==> config.mk <==
export PLATFORM = sky130hd
export DESIGN_NAME = r4_butterfly_pipe
export DESIGN_NICKNAME = d
export VERILOG_FILES = /design/src/rtl/r4_butterfly_pipe.sv
export SDC_FILE = /design/constraint.sdc
export NUM_CORES = 1
export LEC_CHECK = 0
export CAP_MARGIN = 20
export CORE_MARGIN = 8
export CORE_UTILIZATION = 35
export DETAILED_ROUTE_END_ITERATION = 16
export GPL_TIMING_DRIVEN = 0
export PLACE_DENSITY = 0.59
export SLEW_MARGIN = 5
export SYNTH_ARGS = -nofsm -noshare
export SYNTH_HDL_FRONTEND = slang
export SYNTH_SLANG_ARGS = --single-unit
==> constraint.sdc <==
create_clock -name clk -period 5.4 [get_ports clk]
set_input_delay 1.08 -clock clk [delete_from_list [all_inputs] [get_ports clk]]
set_output_delay 1.08 -clock clk [all_outputs]
set_load 0.03 [all_outputs]
==> src/rtl/r4_butterfly_pipe.sv <==
// r4_butterfly_pipe: two-stage valid/ready radix-4 complex butterfly (forward/inverse per beat).
// Define R4_SCALE_EN to divide every output by 4 with round-half-up; undefined gives full precision.
module r4_butterfly_pipe #(
  parameter int unsigned WIDTH = 16,
  parameter int unsigned TAG_W = 4
) (
  input  logic                    clk,
  input  logic                    reset,
  input  logic                    in_valid,
  output logic                    in_ready,
  input  logic                    in_inverse,
  input  logic [TAG_W-1:0]        in_tag,
  input  logic signed [WIDTH-1:0] x0r,
  input  logic signed [WIDTH-1:0] x0i,
  input  logic signed [WIDTH-1:0] x1r,
  input  logic signed [WIDTH-1:0] x1i,
  input  logic signed [WIDTH-1:0] x2r,
  input  logic signed [WIDTH-1:0] x2i,
  input  logic signed [WIDTH-1:0] x3r,
  input  logic signed [WIDTH-1:0] x3i,
  output logic                    out_valid,
  input  logic                    out_ready,
  output logic [TAG_W-1:0]        out_tag,
  output logic signed [WIDTH+1:0] y0r,
  output logic signed [WIDTH+1:0] y0i,
  output logic signed [WIDTH+1:0] y1r,
  output logic signed [WIDTH+1:0] y1i,
  output logic signed [WIDTH+1:0] y2r,
  output logic signed [WIDTH+1:0] y2i,
  output logic signed [WIDTH+1:0] y3r,
  output logic signed [WIDTH+1:0] y3i
);
  localparam int unsigned W1 = WIDTH + 1;
  localparam int unsigned W2 = WIDTH + 2;
  localparam int unsigned W3 = WIDTH + 3;

  function automatic logic signed [W1-1:0] sx1(input logic signed [WIDTH-1:0] v);
    return W1'(v);
  endfunction

  function automatic logic signed [W2-1:0] sx2(input logic signed [W1-1:0] v);
    return W2'(v);
  endfunction

  function automatic logic signed [W2-1:0] scl(input logic signed [W2-1:0] v);
`ifdef R4_SCALE_EN
    logic signed [W3-1:0] t;
    t = W3'(v) + W3'(2);
    return W2'(t >>> 2);
`else
    return v;
`endif
  endfunction

  logic w_s1_en, w_s2_en;

  logic                 r_s1_valid, r_s1_inv;
  logic [TAG_W-1:0]     r_s1_tag;
  logic signed [W1-1:0] r_ar, r_ai, r_br, r_bi, r_cr, r_ci, r_dr, r_di;

  logic                 r_out_valid;
  logic [TAG_W-1:0]     r_out_tag;
  logic signed [W2-1:0] r_y0r, r_y0i, r_y1r, r_y1i, r_y2r, r_y2i, r_y3r, r_y3i;
  logic signed [W2-1:0] w_y0r, w_y0i, w_y1r, w_y1i, w_y2r, w_y2i, w_y3r, w_y3i;

  // Each stage advances when its successor is empty or draining this cycle.
  assign w_s2_en  = !r_out_valid || out_ready;
  assign w_s1_en  = !r_s1_valid || w_s2_en;
  assign in_ready = w_s1_en;

  always_ff @(posedge clk) begin
    if (reset) begin
      r_s1_valid <= 1'b0;
      r_s1_inv   <= 1'b0;
      r_s1_tag   <= '0;
      r_ar <= '0; r_ai <= '0; r_br <= '0; r_bi <= '0;
      r_cr <= '0; r_ci <= '0; r_dr <= '0; r_di <= '0;
    end else if (w_s1_en) begin
      r_s1_valid <= in_valid;
      if (in_valid) begin
        r_s1_inv <= in_inverse;
        r_s1_tag <= in_tag;
        r_ar <= sx1(x0r) + sx1(x2r);
        r_ai <= sx1(x0i) + sx1(x2i);
        r_br <= sx1(x0r) - sx1(x2r);
        r_bi <= sx1(x0i) - sx1(x2i);
        r_cr <= sx1(x1r) + sx1(x3r);
        r_ci <= sx1(x1i) + sx1(x3i);
        r_dr <= sx1(x1r) - sx1(x3r);
        r_di <= sx1(x1i) - sx1(x3i);
      end
    end
  end

  // Inverse direction rotates d by +j instead of -j, which swaps the Y1/Y3 formulas.
  always_comb begin
    w_y0r = sx2(r_ar) + sx2(r_cr);
    w_y0i = sx2(r_ai) + sx2(r_ci);
    w_y2r = sx2(r_ar) - sx2(r_cr);
    w_y2i = sx2(r_ai) - sx2(r_ci);
    w_y1r = sx2(r_br) + sx2(r_di);
    w_y1i = sx2(r_bi) - sx2(r_dr);
    w_y3r = sx2(r_br) - sx2(r_di);
    w_y3i = sx2(r_bi) + sx2(r_dr);
    if (r_s1_inv) begin
      w_y1r = sx2(r_br) - sx2(r_di);
      w_y1i = sx2(r_bi) + sx2(r_dr);
      w_y3r = sx2(r_br) + sx2(r_di);
      w_y3i = sx2(r_bi) - sx2(r_dr);
    end
  end

  always_ff @(posedge clk) begin
    if (reset) begin
      r_out_valid <= 1'b0;
      r_out_tag   <= '0;
      r_y0r <= '0; r_y0i <= '0; r_y1r <= '0; r_y1i <= '0;
      r_y2r <= '0; r_y2i <= '0; r_y3r <= '0; r_y3i <= '0;
    end else if (w_s2_en) begin
      r_out_valid <= r_s1_valid;
      if (r_s1_valid) begin
        r_out_tag <= r_s1_tag;
        r_y0r <= scl(w_y0r); r_y0i <= scl(w_y0i);
        r_y1r <= scl(w_y1r); r_y1i <= scl(w_y1i);
        r_y2r <= scl(w_y2r); r_y2i <= scl(w_y2i);
        r_y3r <= scl(w_y3r); r_y3i <= scl(w_y3i);
      end
    end
  end

  assign out_valid = r_out_valid;
  assign out_tag   = r_out_tag;
  assign y0r = r_y0r;
  assign y0i = r_y0i;
  assign y1r = r_y1r;
  assign y1i = r_y1i;
  assign y2r = r_y2r;
  assign y2i = r_y2i;
  assign y3r = r_y3r;
  assign y3i = r_y3i;

endmodule

# Word level (Yosys, flattened, before mapping)
# Index checks and enable logic that the tools add are counted.
[totals]
ff_bits = 291
latch_bits = 0
mem_bits_rw = 0
romBits = 0
in_bits = 137
out_inout_bits = 150
wordCells = 47
n_memories = 0
[classes]
addsub = 16
n_mul = 0
n_div = 0
order_cmp = 0
n_eq_ne = 0
shifts = 0
muxes = 4
bitwise = 0
n_reduce_logical = 6
[ops]
columns = ["cell", "count"]
rows = [
  ["$add 17x17->18", 4],
  ["$mux 18", 4],
  ["$sub 17x17->18", 4],
  ["$add 16x16->17", 4],
  ["$sub 16x16->17", 4],
  ["$reduce_and 2->1", 2],
  ["$logic_not 1->1", 2],
  ["$logic_or 1x1->1", 2],
]

# Depth between registers and ports, before layout
[logic_depth]
depth_word = 4
ltp_mapped = 12
ltp_nobuf = 12

# Worst setup path before layout
# OpenSTA, ideal clock, no wires.
[synth_path]
path_kind = "input port to flip-flop"
startpoint = "in x1r[0]"
endpoint = "reg r_dr[16]"
setup_ps = 128
arrival_ps = 3204
t_required_ps = 5272
path_slack_ps = 2068
stages = 11
path_buffers = 0
cell_sequence = "inv_1 -> ha_1 -> fa_1 -> and2b_1 -> o21ai_2 -> a2111o_1 -> a31oi_2 -> a211oi_2 -> o31ai_2 -> a221o_1 -> o21ai_0"
[synth_between]
elab_chain_len = 1
[synth_rtl]
columns = ["item", "line_no", "text"]
rows = [
  ["from (decl)", "15", "input logic signed [WIDTH-1:0] x1r,"],
  ["$sub 16x16->17", "89", "r_dr <= sx1(x1r) - sx1(x3r);"],
  ["to (signal assigned)", "89", ""],
  ["to (decl)", "59", "logic signed [W1-1:0] r_ar, r_ai, r_br, r_bi, r_cr, r_ci, r_dr, r_di;"],
]
# Every way passes these cells.
# A chain may end at the register's enable or synchronous reset.

# Worst setup path in the final report
[layout_path]
startpoint = "in out_ready"
endpoint = "reg r_ar[2]"
[layout_between]
elab_chain_len = 3
[layout_rtl]
columns = ["item", "line_no", "text"]
rows = [
  ["from (decl)", "22", "input logic out_ready,"],
  ["$logic_or 1x1->1", "67", "assign w_s2_en = !r_out_valid || out_ready;"],
  ["$logic_or 1x1->1", "68", "assign w_s1_en = !r_s1_valid || w_s2_en;"],
  ["$reduce_and 2->1 (no source line)", "-", ""],
  ["to (signal assigned)", "83", "r_ar <= sx1(x0r) + sx1(x2r);"],
  ["to (decl)", "59", ""],
]
# Every way passes these cells.

==> qor.yml <==
hold_path.class: "reg -> reg"
path_buf_inv: 4
timing.slew.headroom: 0.2181
cp_top_family: "buffers and inverters"
drive_gt1_frac: 0.03745
core_area_um2: 64000
drc: 0
worstSetupPathType: "in -> reg"
syn_area_um2: 22490
worstMarginPinSlew_ns: 1.173
initial_core_util: 0.3514
antenna_found_initial: 4
grt_pass1_vias: 21078
status: "finished clean"
nets: 3677
post-cts-setup-buffers: 0
rows: 93
cp_slowest_cell: "clkbuf_1"
worst_path_most_repeated_cell: "clkbuf_1"
syn_to_final_growth_pct: 22.89
firstDrtPassIters: 6
power_mw: 8.372
leakage_nw: 11.32
cp_max_fo: 10
die_w_um: 269.5
ctsHoldBuffers: 0
syn-instance-count: 2937
setup_slack_ns: 1.519
grt_overflow_total: 0
max_freq_mhz: 257.7
finalHoldViolCount: 0
synth_edf_count: 0
root_buffer: "clkbuf_16"
hold_ws_ns: 0.4504
post_cts_resized: 0
path_clk_slew_ns: 0.06
end_kind: "flip-flop"
clkLatencyLatePin_ns: 0.56
rsz0062_at_grt: "false"
routedWlPerCell_um: 22.23
numPortBuffers: 286
crit_chain: "clkdlybuf4s50_1 -> nor2b_1 -> nand2_1 -> and2_1 -> clkbuf_1 -> clkbuf_1 -> clkbuf_1 -> nand3_1 -> a21oi_1"
die_y_um: 269.5
vias: 22172
syn-num-nets: 3354
synth.avg_cell_area_um2: 7.657
fin_worst_skew_ns: 0.02295
grtUsageTotal: 0.2411
ys_seq_area_frac: 0.2519
maxCapViolCount: 0
grt_max_degree: 14
wl_um: 92040
h-tree-depth: 2
place_ws_ns: 0.9881
setup_viol: 0
post-route-min-period_ns: 3.881
worstPathArrival_ns: 4.35
tns_ns: 0
ys_types: 89
ant_nets: 0
slowest_delay_ns: 0.77
avgViaCountPerCell: 5.356
powerDensity_nw_per_um2: 302.9
synthFlopType: "dfxtp_1"
cp_data_required_time_ns: 5.87
synth_warnings: 0
synth_seq_cells: 283
peakVddDrop_mv: 0.1617
ys_async_sr_fraction: 0
slew_violations: 0
cts_tree: "yes"
dieArea_um2: 72620
startpoint_type: "input pin"
cts_sinks: 283
place.gp.congestion: 0.9466
clockBufferDepth: 3
hpwl_um: 76210
grt_first_pass_wirelength_um: 135400
ios: 287
cts_buffers: 35
period_share: 0.7186
drtIter0Drc: 1772
[Yosys cell counts (5+ instances only)]
cell type | count | share of area
nor2_1 | 296 | 0.049
a21oi_1 | 283 | 0.063
dfxtp_1 | 283 | 0.25
ha_1 | 264 | 0.15
nand2_1 | 259 | 0.043
inv_1 | 245 | 0.041
o21ai_0 | 147 | 0.033
xnor2_1 | 145 | 0.056
clkbuf_1 | 139 | 0.023
a211oi_1 | 111 | 0.037
nor3_1 | 61 | 0.014
nand3_1 | 46 | 0.010
nand2b_1 | 45 | 0.013
nor2b_1 | 45 | 0.013
o21bai_1 | 40 | 0.013
a21o_1 | 35 | 0.012
mux2i_1 | 35 | 0.016
xor2_1 | 30 | 0.012
or3_1 | 28 | 0.0078
a31oi_1 | 26 | 0.0072
o211ai_1 | 20 | 0.0067
o21a_1 | 20 | 0.0067
buf_2 | 18 | 0.0040
nor4_1 | 17 | 0.0047
buf_1 | 16 | 0.0027
fa_1 | 16 | 0.014
nand3b_1 | 15 | 0.0050
o31ai_1 | 15 | 0.0050
and3_1 | 14 | 0.0039
a311oi_1 | 13 | 0.0051
a211o_1 | 12 | 0.0047
a21boi_0 | 12 | 0.0040
and2_1 | 12 | 0.0033
o21ai_1 | 11 | 0.0024
a221oi_1 | 9 | 0.0035
o22ai_1 | 9 | 0.0025
a2111oi_0 | 8 | 0.0031
nand4_1 | 8 | 0.0022
nor3b_1 | 8 | 0.0027
o31a_1 | 8 | 0.0031
or2_2 | 6 | 0.0017
or4_1 | 6 | 0.0020
buf_4 | 5 | 0.0017
[layer usage]
metal | routed length (um) | global-route usage
met3 | 5643 | 0.03664
met4 | 3677 | 0.09178
met5 | 41 | 0
met2 | 42090 | 0.3984
met1 | 40580 | 0.3144
[worst min-delay path: stages, from the launching register on]
cell and delay, ns:
dfxtp_1 0.32, nand2_1 0.04, o21ai_0 0.05
[path summary, 6_finish.rpt]
check,cells past startpoint,endpoint,from,slack (ns)
hold / removal,2,y1i[14]$_SDFFE_PP0P_,y1i[14]$_SDFFE_PP0P_,0.45
setup reg to reg,10,y1i[17]$_SDFFE_PP0P_,r_dr[5]$_SDFFE_PP0P_,2.05
hold reg to reg,2,y1i[14]$_SDFFE_PP0P_,y1i[14]$_SDFFE_PP0P_,0.45
setup / recovery,9,r_ar[2]$_SDFFE_PP0P_,out_ready,1.52
[through the flow]
| step | cells | instance area (um^2) | util |
|---|---|---|---|
| 6_report | 4140 | 27640 | 0.4318 |
| 5_1_grt | 4140 | 27640 | 0.4318 |
| 4_1_cts | 4139 | 27630 | 0.4318 |
| 3_5_place_dp | 4078 | 26420 | 0.4128 |
| 3_3_place_gp | 4078 | 26420 | 0.4128 |
| 2_1_floorplan | 2937 | 22490 | - |
[final cells by class]
class,instances,area [um^2]
clock inverter,14,168.9
tap,855,1070
antenna,1,2.502
fill,6700,36360
sequential,283,5665
multi-input combinational,2227,15180
buffer,180,719.4
timing repair buffer,286,2863
clock buffer,47,1044
inverter,247,927.1
[power breakdown]
group	switching, mW	leakage [nW]	internal (mW)	total, mW
Sequential	0.253	2.33	2.30	2.56
Clock	1.00	0.596	1.51	2.51
Combinational	2.02	8.39	1.29	3.31
Total	3.28	11.3	5.10	8.37
[registers in the layout, summed over array words and instances, names as in the netlist, 18 cells and up]
| register | flops |
|---|---|
| y0i | 18 |
| y0r | 18 |
| y1i | 18 |
| y1r | 18 |
[layout by cell type (no fill, tap or decap), types with 141 or more instances in the layout]
master	n
ha_1	264
a21oi_1	283
nand2_1	259
nor2_1	296
xnor2_1	145
dfxtp_1	283
o21ai_0	147
inv_1	245
clkdlybuf4s50_1	286
clkbuf_1	141
[cells by family after synthesis]
family | share of synthesized area
multiplexers | 0.01808
AO/OA/AOI/OAI | 0.2469
buffers and inverters | 0.07322
XOR/XNOR | 0.06816
adder cells (fa/ha/maj) | 0.1611
AND/OR/NAND/NOR | 0.1805
flip-flops | 0.2519
Power figures use the tool's default switching activity.
